### src/rtl/snoop_resp_if.sv
// Snoop request/response bundle between the snoop tag lookup, the bus and the L1 snoop responder.
`ifndef ASSOC_LV1
`define ASSOC_LV1 4
`endif

interface snoop_resp_if #(
    parameter int unsigned ASSOC = `ASSOC_LV1
) ();
    logic             bus_rd;
    logic             bus_rdx;
    logic             invalidate;
    logic             blk_hit_snoop;
    logic [ASSOC-1:0] access_blk_snoop;
    logic [1:0]       blk_state_snoop;
    logic             flush_ack;
    logic             shared_snoop;
    logic             flush_req;
    logic             mesi_wr_en;
    logic [ASSOC-1:0] mesi_wr_way;
    logic [1:0]       mesi_wr_state;
    logic             snoop_done;
    logic             snoop_err;

    modport master (
        output bus_rd, bus_rdx, invalidate, blk_hit_snoop, access_blk_snoop,
               blk_state_snoop, flush_ack,
        input  shared_snoop, flush_req, mesi_wr_en, mesi_wr_way, mesi_wr_state,
               snoop_done, snoop_err
    );

    modport slave (
        input  bus_rd, bus_rdx, invalidate, blk_hit_snoop, access_blk_snoop,
               blk_state_snoop, flush_ack,
        output shared_snoop, flush_req, mesi_wr_en, mesi_wr_way, mesi_wr_state,
               snoop_done, snoop_err
    );
endinterface

### src/rtl/snoop_resp_fsm_lv1.sv
// Per-L1 snoop responder: answers a snooped bus transaction, flushes Modified lines,
// writes the next MESI state back and pulses completion.
`ifndef ASSOC_LV1
`define ASSOC_LV1 4
`endif

module snoop_resp_fsm_lv1 #(
    parameter int unsigned ASSOC         = `ASSOC_LV1,
    parameter int unsigned FLUSH_TIMEOUT = 64
) (
    input logic         clk,
    input logic         rst_n,
    snoop_resp_if.slave sif
);
    localparam logic [2:0] IDLE   = 3'd0;
    localparam logic [2:0] RESP   = 3'd1;
    localparam logic [2:0] FLUSH  = 3'd2;
    localparam logic [2:0] UPDATE = 3'd3;
    localparam logic [2:0] DONE   = 3'd4;

    localparam logic [1:0] OP_NONE = 2'd0;
    localparam logic [1:0] OP_RD   = 2'd1;
    localparam logic [1:0] OP_RDX  = 2'd2;
    localparam logic [1:0] OP_INV  = 2'd3;

    localparam logic [1:0] MESI_I = 2'b00;
    localparam logic [1:0] MESI_S = 2'b01;
    localparam logic [1:0] MESI_M = 2'b11;

    localparam int unsigned    CW       = $clog2(FLUSH_TIMEOUT) + 1;
    localparam logic [CW-1:0]  CNT_LAST = CW'(FLUSH_TIMEOUT - 1);

    logic [2:0]       state;
    logic [1:0]       op_q;
    logic [ASSOC-1:0] way_q;
    logic [1:0]       blk_q;
    logic [1:0]       wr_state_q;
    logic [CW-1:0]    cnt;

    logic       req;
    logic       req_multi;
    logic       valid_hit;
    logic [1:0] sel_op;
    logic       flush_timeout;

    always_comb begin
        req       = sif.bus_rd | sif.bus_rdx | sif.invalidate;
        req_multi = (sif.bus_rd & sif.bus_rdx) | (sif.bus_rd & sif.invalidate) |
                    (sif.bus_rdx & sif.invalidate);
        valid_hit = sif.blk_hit_snoop && (sif.blk_state_snoop != MESI_I);
        if (sif.bus_rdx)         sel_op = OP_RDX;
        else if (sif.bus_rd)     sel_op = OP_RD;
        else if (sif.invalidate) sel_op = OP_INV;
        else                     sel_op = OP_NONE;
        flush_timeout = (cnt == CNT_LAST) && !sif.flush_ack;
    end

    always_ff @(posedge clk or negedge rst_n) begin
        if (!rst_n) begin
            state      <= IDLE;
            op_q       <= OP_NONE;
            way_q      <= '0;
            blk_q      <= MESI_I;
            wr_state_q <= MESI_I;
            cnt        <= '0;
        end else begin
            case (state)
                IDLE: begin
                    if (req && valid_hit) begin
                        op_q       <= sel_op;
                        way_q      <= sif.access_blk_snoop;
                        blk_q      <= sif.blk_state_snoop;
                        // Only a read leaves a sharer behind; rdx and invalidate both drop to I.
                        wr_state_q <= (sel_op == OP_RD) ? MESI_S : MESI_I;
                        state      <= RESP;
                    end else if (req) begin
                        state <= DONE;
                    end
                end
                RESP: begin
                    cnt <= '0;
                    if (blk_q == MESI_M && op_q != OP_INV) state <= FLUSH;
                    else                                   state <= UPDATE;
                end
                FLUSH: begin
                    if (sif.flush_ack || flush_timeout) begin
                        cnt   <= '0;
                        state <= UPDATE;
                    end else begin
                        cnt <= cnt + 1'b1;
                    end
                end
                UPDATE:  state <= DONE;
                DONE:    state <= IDLE;
                default: state <= IDLE;
            endcase
        end
    end

    always_comb begin
        sif.shared_snoop  = ((state == RESP) || (state == FLUSH)) && (op_q == OP_RD);
        sif.flush_req     = (state == FLUSH);
        sif.mesi_wr_en    = (state == UPDATE);
        sif.mesi_wr_way   = way_q;
        sif.mesi_wr_state = wr_state_q;
        sif.snoop_done    = (state == DONE);
        // IDLE-cycle error is combinational on the request lines, so gate it while reset is held.
        sif.snoop_err     = ((state == IDLE) && req_multi && rst_n) ||
                            ((state == RESP) && (op_q == OP_INV) && (blk_q == MESI_M)) ||
                            ((state == FLUSH) && flush_timeout);
    end
endmodule

### src/flat_wrapper.sv
// flat-port wrapper written by rule: the top's interface ports become plain ports
module snoop_resp_fsm_lv1_flat 
#(
    parameter int unsigned ASSOC         = `ASSOC_LV1,
    parameter int unsigned FLUSH_TIMEOUT = 64
)
  (clk, rst_n, sif_bus_rd, sif_bus_rdx, sif_invalidate, sif_blk_hit_snoop, sif_access_blk_snoop, sif_blk_state_snoop, sif_flush_ack, sif_shared_snoop, sif_flush_req, sif_mesi_wr_en, sif_mesi_wr_way, sif_mesi_wr_state, sif_snoop_done, sif_snoop_err);
  snoop_resp_if #(.ASSOC(ASSOC)) sif_i ();
  input logic clk;
  input logic rst_n;
  input wire logic [$bits(sif_i.bus_rd)-1:0] sif_bus_rd;
  input wire logic [$bits(sif_i.bus_rdx)-1:0] sif_bus_rdx;
  input wire logic [$bits(sif_i.invalidate)-1:0] sif_invalidate;
  input wire logic [$bits(sif_i.blk_hit_snoop)-1:0] sif_blk_hit_snoop;
  input wire logic [$bits(sif_i.access_blk_snoop)-1:0] sif_access_blk_snoop;
  input wire logic [$bits(sif_i.blk_state_snoop)-1:0] sif_blk_state_snoop;
  input wire logic [$bits(sif_i.flush_ack)-1:0] sif_flush_ack;
  output wire logic [$bits(sif_i.shared_snoop)-1:0] sif_shared_snoop;
  output wire logic [$bits(sif_i.flush_req)-1:0] sif_flush_req;
  output wire logic [$bits(sif_i.mesi_wr_en)-1:0] sif_mesi_wr_en;
  output wire logic [$bits(sif_i.mesi_wr_way)-1:0] sif_mesi_wr_way;
  output wire logic [$bits(sif_i.mesi_wr_state)-1:0] sif_mesi_wr_state;
  output wire logic [$bits(sif_i.snoop_done)-1:0] sif_snoop_done;
  output wire logic [$bits(sif_i.snoop_err)-1:0] sif_snoop_err;
  assign sif_i.bus_rd = sif_bus_rd;
  assign sif_i.bus_rdx = sif_bus_rdx;
  assign sif_i.invalidate = sif_invalidate;
  assign sif_i.blk_hit_snoop = sif_blk_hit_snoop;
  assign sif_i.access_blk_snoop = sif_access_blk_snoop;
  assign sif_i.blk_state_snoop = sif_blk_state_snoop;
  assign sif_i.flush_ack = sif_flush_ack;
  assign sif_shared_snoop = sif_i.shared_snoop;
  assign sif_flush_req = sif_i.flush_req;
  assign sif_mesi_wr_en = sif_i.mesi_wr_en;
  assign sif_mesi_wr_way = sif_i.mesi_wr_way;
  assign sif_mesi_wr_state = sif_i.mesi_wr_state;
  assign sif_snoop_done = sif_i.snoop_done;
  assign sif_snoop_err = sif_i.snoop_err;
  snoop_resp_fsm_lv1 #(.ASSOC(ASSOC), .FLUSH_TIMEOUT(FLUSH_TIMEOUT)) u_core (.clk(clk), .rst_n(rst_n), .sif(sif_i));
endmodule
### config.mk
export PLATFORM = sky130hd
export DESIGN_NAME = snoop_resp_fsm_lv1_flat
export DESIGN_NICKNAME = d
export VERILOG_FILES = /design/src/rtl/snoop_resp_if.sv /design/src/rtl/snoop_resp_fsm_lv1.sv /design/src/flat_wrapper.sv
export SDC_FILE = /design/constraint.sdc
export NUM_CORES = 1
export LEC_CHECK = 0
export ABC_AREA = 1
export CORE_ASPECT_RATIO = 1.75
export CORE_MARGIN = 10
export CORE_UTILIZATION = 40
export DETAILED_ROUTE_END_ITERATION = 16
export PLACE_DENSITY = 0.71
export SLEW_MARGIN = 0
export SYNTH_ARGS = -nofsm -noshare
export SYNTH_HDL_FRONTEND = slang
export SYNTH_SLANG_ARGS = --single-unit
### constraint.sdc
create_clock -name clk -period 2.1 [get_ports clk]
set_input_delay 0.315 -clock clk [delete_from_list [all_inputs] [get_ports clk]]
set_output_delay 0.315 -clock clk [all_outputs]
set_load 0.005 [all_outputs]
# Yosys cells after proc, flatten, opt, wreduce, memory -nomap -nowiden
# Cells that the tools add are included.
# W data, S select, Z words.
[totals]
reg_bits = 20
in_bits = 13
word_cells = 57
[op_classes]
add_sub_neg = 1
eq_ne = 12
mux = 11
bitwise = 7
n_reduce_logical = 20
[op_table]
columns = ["operator", "count"]
rows = [
  ["$pmux W7 S2", 1],
  ["$pmux W3 S4", 1],
  ["$logic_and A1 B1 Y1", 10],
  ["$mux W3", 3],
  ["$add A7 B1 Y7 const B", 1],
  ["$eq A7 B6 Y1 const B", 1],
  ["$mux W7", 1],
  ["$eq A3 B2 Y1 const B", 2],
  ["$mux W2", 3],
  ["$eq A2 B1 Y1 const B", 2],
  ["$eq A2 B2 Y1 const B", 2],
  ["$logic_or A1 B1 Y1", 4],
  ["$or A1 B1 Y1", 4],
  ["$reduce_and A2 Y1", 2],
  ["$reduce_bool A2 Y1", 2],
  ["$and A1 B1 Y1", 3],
  ["$eq A3 B1 Y1 const B", 1],
  ["$eq A3 B3 Y1 const B", 1],
  ["$logic_not A3 Y1", 1],
  ["$ne A3 B1 Y1 const B", 1],
  ["$mux W1", 2],
  ["$ne A2 B1 Y1 const B", 1],
  ["$ne A2 B2 Y1 const B", 1],
  ["$logic_not A1 Y1", 1],
]

# Depth between registers and ports, before layout
[logic_depth]
word_depth = 7
depth_mapped = 7
ltp_nobuf = 7

# Worst setup path before layout
# OpenSTA, ideal clock, no wires.
[synth_timing]
path_kind = "register -> output"
startpoint = "register u_core.cnt[0]"
endpoint = "output port sif_snoop_err"
arrival_ns = 1.006
slack_ns = 0.779
path_stages_with_launch = 6
cell_sequence = "dfrtp_1 -> ha_1 -> nand3_2 -> nor2_4 -> nand2_1 -> nand3_1"
[synth_between]
elab_chain_len = 4
[synth_rtl]
columns = ["element", "line_no", "rtl"]
rows = [
  ["start, declared", "snoop_resp_fsm_lv1.sv:38", "logic [CW-1:0] cnt;"],
  ["start signal, assigned", "snoop_resp_fsm_lv1.sv:90", "cnt <= cnt + 1'b1;"],
  ["$eq A7 B6 Y1", "snoop_resp_fsm_lv1.sv:55", "flush_timeout = (cnt == CNT_LAST) && !sif.flush_ack;"],
  ["$logic_and A1 B1 Y1", "snoop_resp_fsm_lv1.sv:55", ""],
  ["$logic_and A1 B1 Y1", "snoop_resp_fsm_lv1.sv:110", "((state == FLUSH) && flush_timeout);"],
  ["$logic_or A1 B1 Y1", "snoop_resp_fsm_lv1.sv:109", "((state == RESP) && (op_q == OP_INV) && (blk_q == MESI_M)) ||"],
  ["end, declared", "flat_wrapper.sv:24", "output wire logic [$bits(sif_i.snoop_err)-1:0] sif_snoop_err;"],
]
# No other way between the ends.

# Worst setup path in the final report
# Ends and elaborated chain as after synthesis.

==> results by stage <==
Critical path:
- In this design, the stage delay of the slowest critical-path cell is around 500 ps.
- Measured in cells, the most critical reg-to-reg path has a length of 6.
- The worst register-to-register path has a setup slack of 780 ps.
- The signal on the critical path passes through ha_4 > nand3_2 > nor2_4 > nand2_1 > nand3_1 > clkdlybuf4s50_1.
- The number of buffer and inverter stages on the critical path is 1.
- In this run the critical register-to-register path is launched from u_core.state[1].
- Of all nets on the critical path, the largest fanout is 3.
- The type of the worst setup path is reg2out.
- The category of cells accounting for the largest share of critical-path delay is buffers and inverters.
- The critical path crosses 6 cells after its start point.
- In this run the worst setup path terminates at sif_snoop_err.
- The worst register-to-register path ends at u_core.op_q[1].
- For the worst setup path, the data required time is between 1500 and 2000 ps.
- For this design, the slowest cell found on the critical path is sky130_fd_sc_hd__clkdlybuf4s50_1.
- STA classifies the critical path startpoint as a register.
- STA classifies the critical path endpoint as an output port.
- The launch point of the critical path is u_core.cnt[0].
- For the worst setup path, the data arrival time is ~1700 ps.

Timing:
- The max-slew violation count is 0.
- The post-route minimum period is 2024 ps.
- The setup slack after layout is 75.72 ps.
- The worst clock skew on the final layout is 3.734 ps.
- The worst path uses 96.39% of the clock period.
- The top achievable clock speed is slightly below 500 MHz.
- Setup total negative slack on the finished layout was measured at 0 ps.
- The final hold violation count was 0.
- Setup violations remaining at the end of the flow were counted as 0.

Pwr:
- The total power after layout is between 1.5 and 2 mW.
- The largest vdd supply drop is 0.6234 mV.
- Summed over all cells, the static leakage comes to roughly 0.73 nW.
- The power density over cell area is about 1100 nW/µm².

Global routing:
- Global routing finished with a remaining overflow of 0.
- The pin count of the biggest net entering global routing is 20.
- The initial antenna violation count is 0.
- The number of global-route vias before repair came to 1015.
- Global routing used a little over a tenth of the available tracks.
- The first global-routing pass estimated between 4000 and 5000 µm of wire.

Synthesis:
- During synthesis, Yosys emitted a total of 0 warnings.
- The average footprint of a synthesized cell is about 7.2 µm².
- The number of library cell types mapped by synthesis is 22.
- The number of standard cells after synthesis is roughly 150.
- The share of synthesized area in the top cell type comes to 45.35%.
- The synthesized area is 1049 µm².
- Counting flops and latches in the post-synthesis netlist gives 19.
- In the post-synthesis netlist, the biggest area contributors are sky130_fd_sc_hd__dfrtp_1 45%, sky130_fd_sc_hd__nand2_1 20%, sky130_fd_sc_hd__inv_1 6.8%.
- Summing the sequential cell areas from Yosys gives between 40 and 50% of the chip area.
- Summed over all instances, the cell type with the most area after synthesis is sky130_fd_sc_hd__dfrtp_1.
- The post-synthesis net count is 159.

Floorplan:
- The die boundary height is ~88 µm.
- 24 I/O pins were placed.
- The region available for standard cell placement spans approximately 2500 µm².
- The die covers just over 5000 µm².
- The initial utilization of the core area, before any placement, comes to a little over two fifths.
- In this run the core area contains 24 standard-cell rows.
- Measured along the x axis, the die boundary spans between 50 and 60 µm.

Flow run:
- The reported max-cap violation count is 0.

Finish:
- The number of antenna diodes in the final layout is 0.
- Summing all non-filler instances in the final layout gives an area of ~1400 µm².
- The area added between synthesis and finish is 34.61%.
- The top cell types in the final layout, fill and taps aside, are 56 x sky130_fd_sc_hd__nand2_1, 21 x sky130_fd_sc_hd__clkdlybuf4s50_1, 19 x sky130_fd_sc_hd__dfrtp_1.
- For this run, the post-layout net count is ~190.
- The utilization of the core after routing is approximately 57%.
- The most frequent standard cell in the layout excluding fill and tap cells is sky130_fd_sc_hd__nand2_1.
- The fraction of layout cells with a size suffix above 1 is ~16%.
- The number of fill cells in the layout is 240.

Clock tree:
- For this design, the sink count on the clock tree is 19.
- After clock tree synthesis, the clock-pin slew on the worst setup and hold paths is around 70 ps.
- Buffers inserted during clock tree synthesis total 3.
- The H-tree depth is 1.
- Counting along the longest clock path gives a buffer depth of 2.
- TritonCTS built the clock tree.
- In this run, post-CTS hold repair placed 0 buffers.
- CTS placed an instance of sky130_fd_sc_hd__clkbuf_8 at the clock tree root.
- The latest clock arrival within the worst-skew pair is 260 ps.

Place:
- After legalization and detailed placement, the total HPWL measured approximately 2000 µm.
- At the placement stage, the worst setup path has a slack of 31.05 ps.
- The count of buffers added on input and output ports is 22.
- Once placement finished, the instance area stood at between 1000 and 1500 µm².
- The congestion estimate from routability-driven global placement came to just under 0.9.

Routing:
- Across all layers, the routed design uses 992 vias.
- After detailed routing, the number of remaining DRC violations is 0.
- For this run, the detailed router's first-pass iteration total came to 4.
- In this run, the number of DRC markers left after iteration 0 of detailed routing was 16.
- The count of nets left with antenna violations once routing finished came out at 0.
- The ratio of routed vias to standard cells is approximately 5.
- Dividing the detail-routed wire length by the instance count gives 12.65 µm.
- The post-detailed-routing wire length is roughly 2600 µm.

Hold path:
- The worst hold path belongs to the class in2async.

Status:
- The run finished with clean final reports.
[kinds of logic after synthesis]
family / count (synthesis) / share of synthesized area (%)
AND/OR/NAND/NOR: 91 / 37.47
buffers and inverters: 22 / 8.950
adder cells (fa/ha/maj): 1 / 1.193
AO/OA/AOI/OAI: 9 / 5.012
XOR/XNOR: 2 / 1.671
other: 1 / 0.3577
flip-flops: 19 / 45.35
[per-layer routing]
metal	vias up	part of all wire [%]	global-route usage, %	wire length, µm
met5	-	0	0	0
li1	505	-	-	-
met3	8	7.6	4.058	194
met2	29	51	18.14	1304
met4	0	3.8	7.128	97
met1	450	38	10.31	971
[flip-flops by register name (all words and copies together) (netlist names)]
| name | count |
|---|---|
| u_core.blk_q | 2 |
| u_core.op_q | 2 |
| u_core.state | 3 |
| u_core.cnt | 7 |
| u_core.sif.mesi_wr_way | 4 |
| u_core.sif.mesi_wr_state | 1 |
[through the flow]
stage	hold slack (ps)	cells
after floorplan	19.41	145
after global placement	462.3	194
after detailed placement	468.6	194
after CTS	464.9	200
after global routing	473.3	203
final	453.5	203
[worst min path at each step]
stage                                    from  slack, ps                        end
global route                            rst_n        470              u_core.cnt[0]
finish                                  rst_n        450              u_core.cnt[0]
floorplan                               rst_n         20            u_core.blk_q[0]
global placement              u_core.blk_q[0]        460            u_core.blk_q[0]
detailed placement  u_core.sif.mesi_wr_way[2]        470  u_core.sif.mesi_wr_way[2]
CTS                                     rst_n        460              u_core.cnt[1]
[worst reg2reg max path: cells and delay by family, from the launching register on]
| kind | cells | cell delay (ps) |
|---|---|---|
| AO/OA/AOI/OAI | 1 | 60 |
| buffers and inverters | 1 | 90 |
| flip-flops | 1 | 420 |
| AND/OR/NAND/NOR | 4 | 650 |
[area by class of cell]
cell class / count / area, µm² / area share (%)
inverter: 20 / 75.07 / 5.319
timing repair buffer: 30 / 279.0 / 19.77
multi-input combinational: 104 / 504.2 / 35.73
clock buffer: 4 / 45.04 / 3.191
tap: 26 / 32.53 / 2.305
sequential: 19 / 475.5 / 33.69
[report_power, final]
| group | internal, mW | switching (mW) | total [mW] |
|---|---|---|---|
| logic | 0.331 | 0.359 | 0.691 |
| clock network | 0.135 | 0.120 | 0.255 |
| registers | 0.490 | 0.0931 | 0.583 |
| total | 0.957 | 0.573 | 1.53 |
[synthesized netlist by cell type]
master / instances
sky130_fd_sc_hd__inv_2: 1
sky130_fd_sc_hd__nand3_2: 2
sky130_fd_sc_hd__nand2_2: 2
sky130_fd_sc_hd__ha_1: 1
sky130_fd_sc_hd__buf_4: 1
sky130_fd_sc_hd__a21oi_1: 2
sky130_fd_sc_hd__nand2_1: 57
sky130_fd_sc_hd__nor2_2: 2
sky130_fd_sc_hd__inv_1: 19
sky130_fd_sc_hd__o21ai_2: 2
sky130_fd_sc_hd__nor2_1: 12
sky130_fd_sc_hd__buf_6: 1
sky130_fd_sc_hd__xnor2_1: 1
sky130_fd_sc_hd__dfrtp_1: 19
sky130_fd_sc_hd__xor2_1: 1
sky130_fd_sc_hd__o21ai_0: 5
sky130_fd_sc_hd__conb_1: 1
sky130_fd_sc_hd__nor2_4: 1
sky130_fd_sc_hd__nor3_1: 2
sky130_fd_sc_hd__or2_2: 1
sky130_fd_sc_hd__nand4_1: 1
sky130_fd_sc_hd__nand3_1: 11
[repair_timing]
| action | 4_1_cts | 5_1_grt |
|---|---|---|
| setup endpoints to repair | 2 | 1 |
| gates resized for setup | 5 | 5 |
| pin swaps | 1 | 0 |
| setup buffers | 2 | 3 |
(Power assumes the default switching activity.)
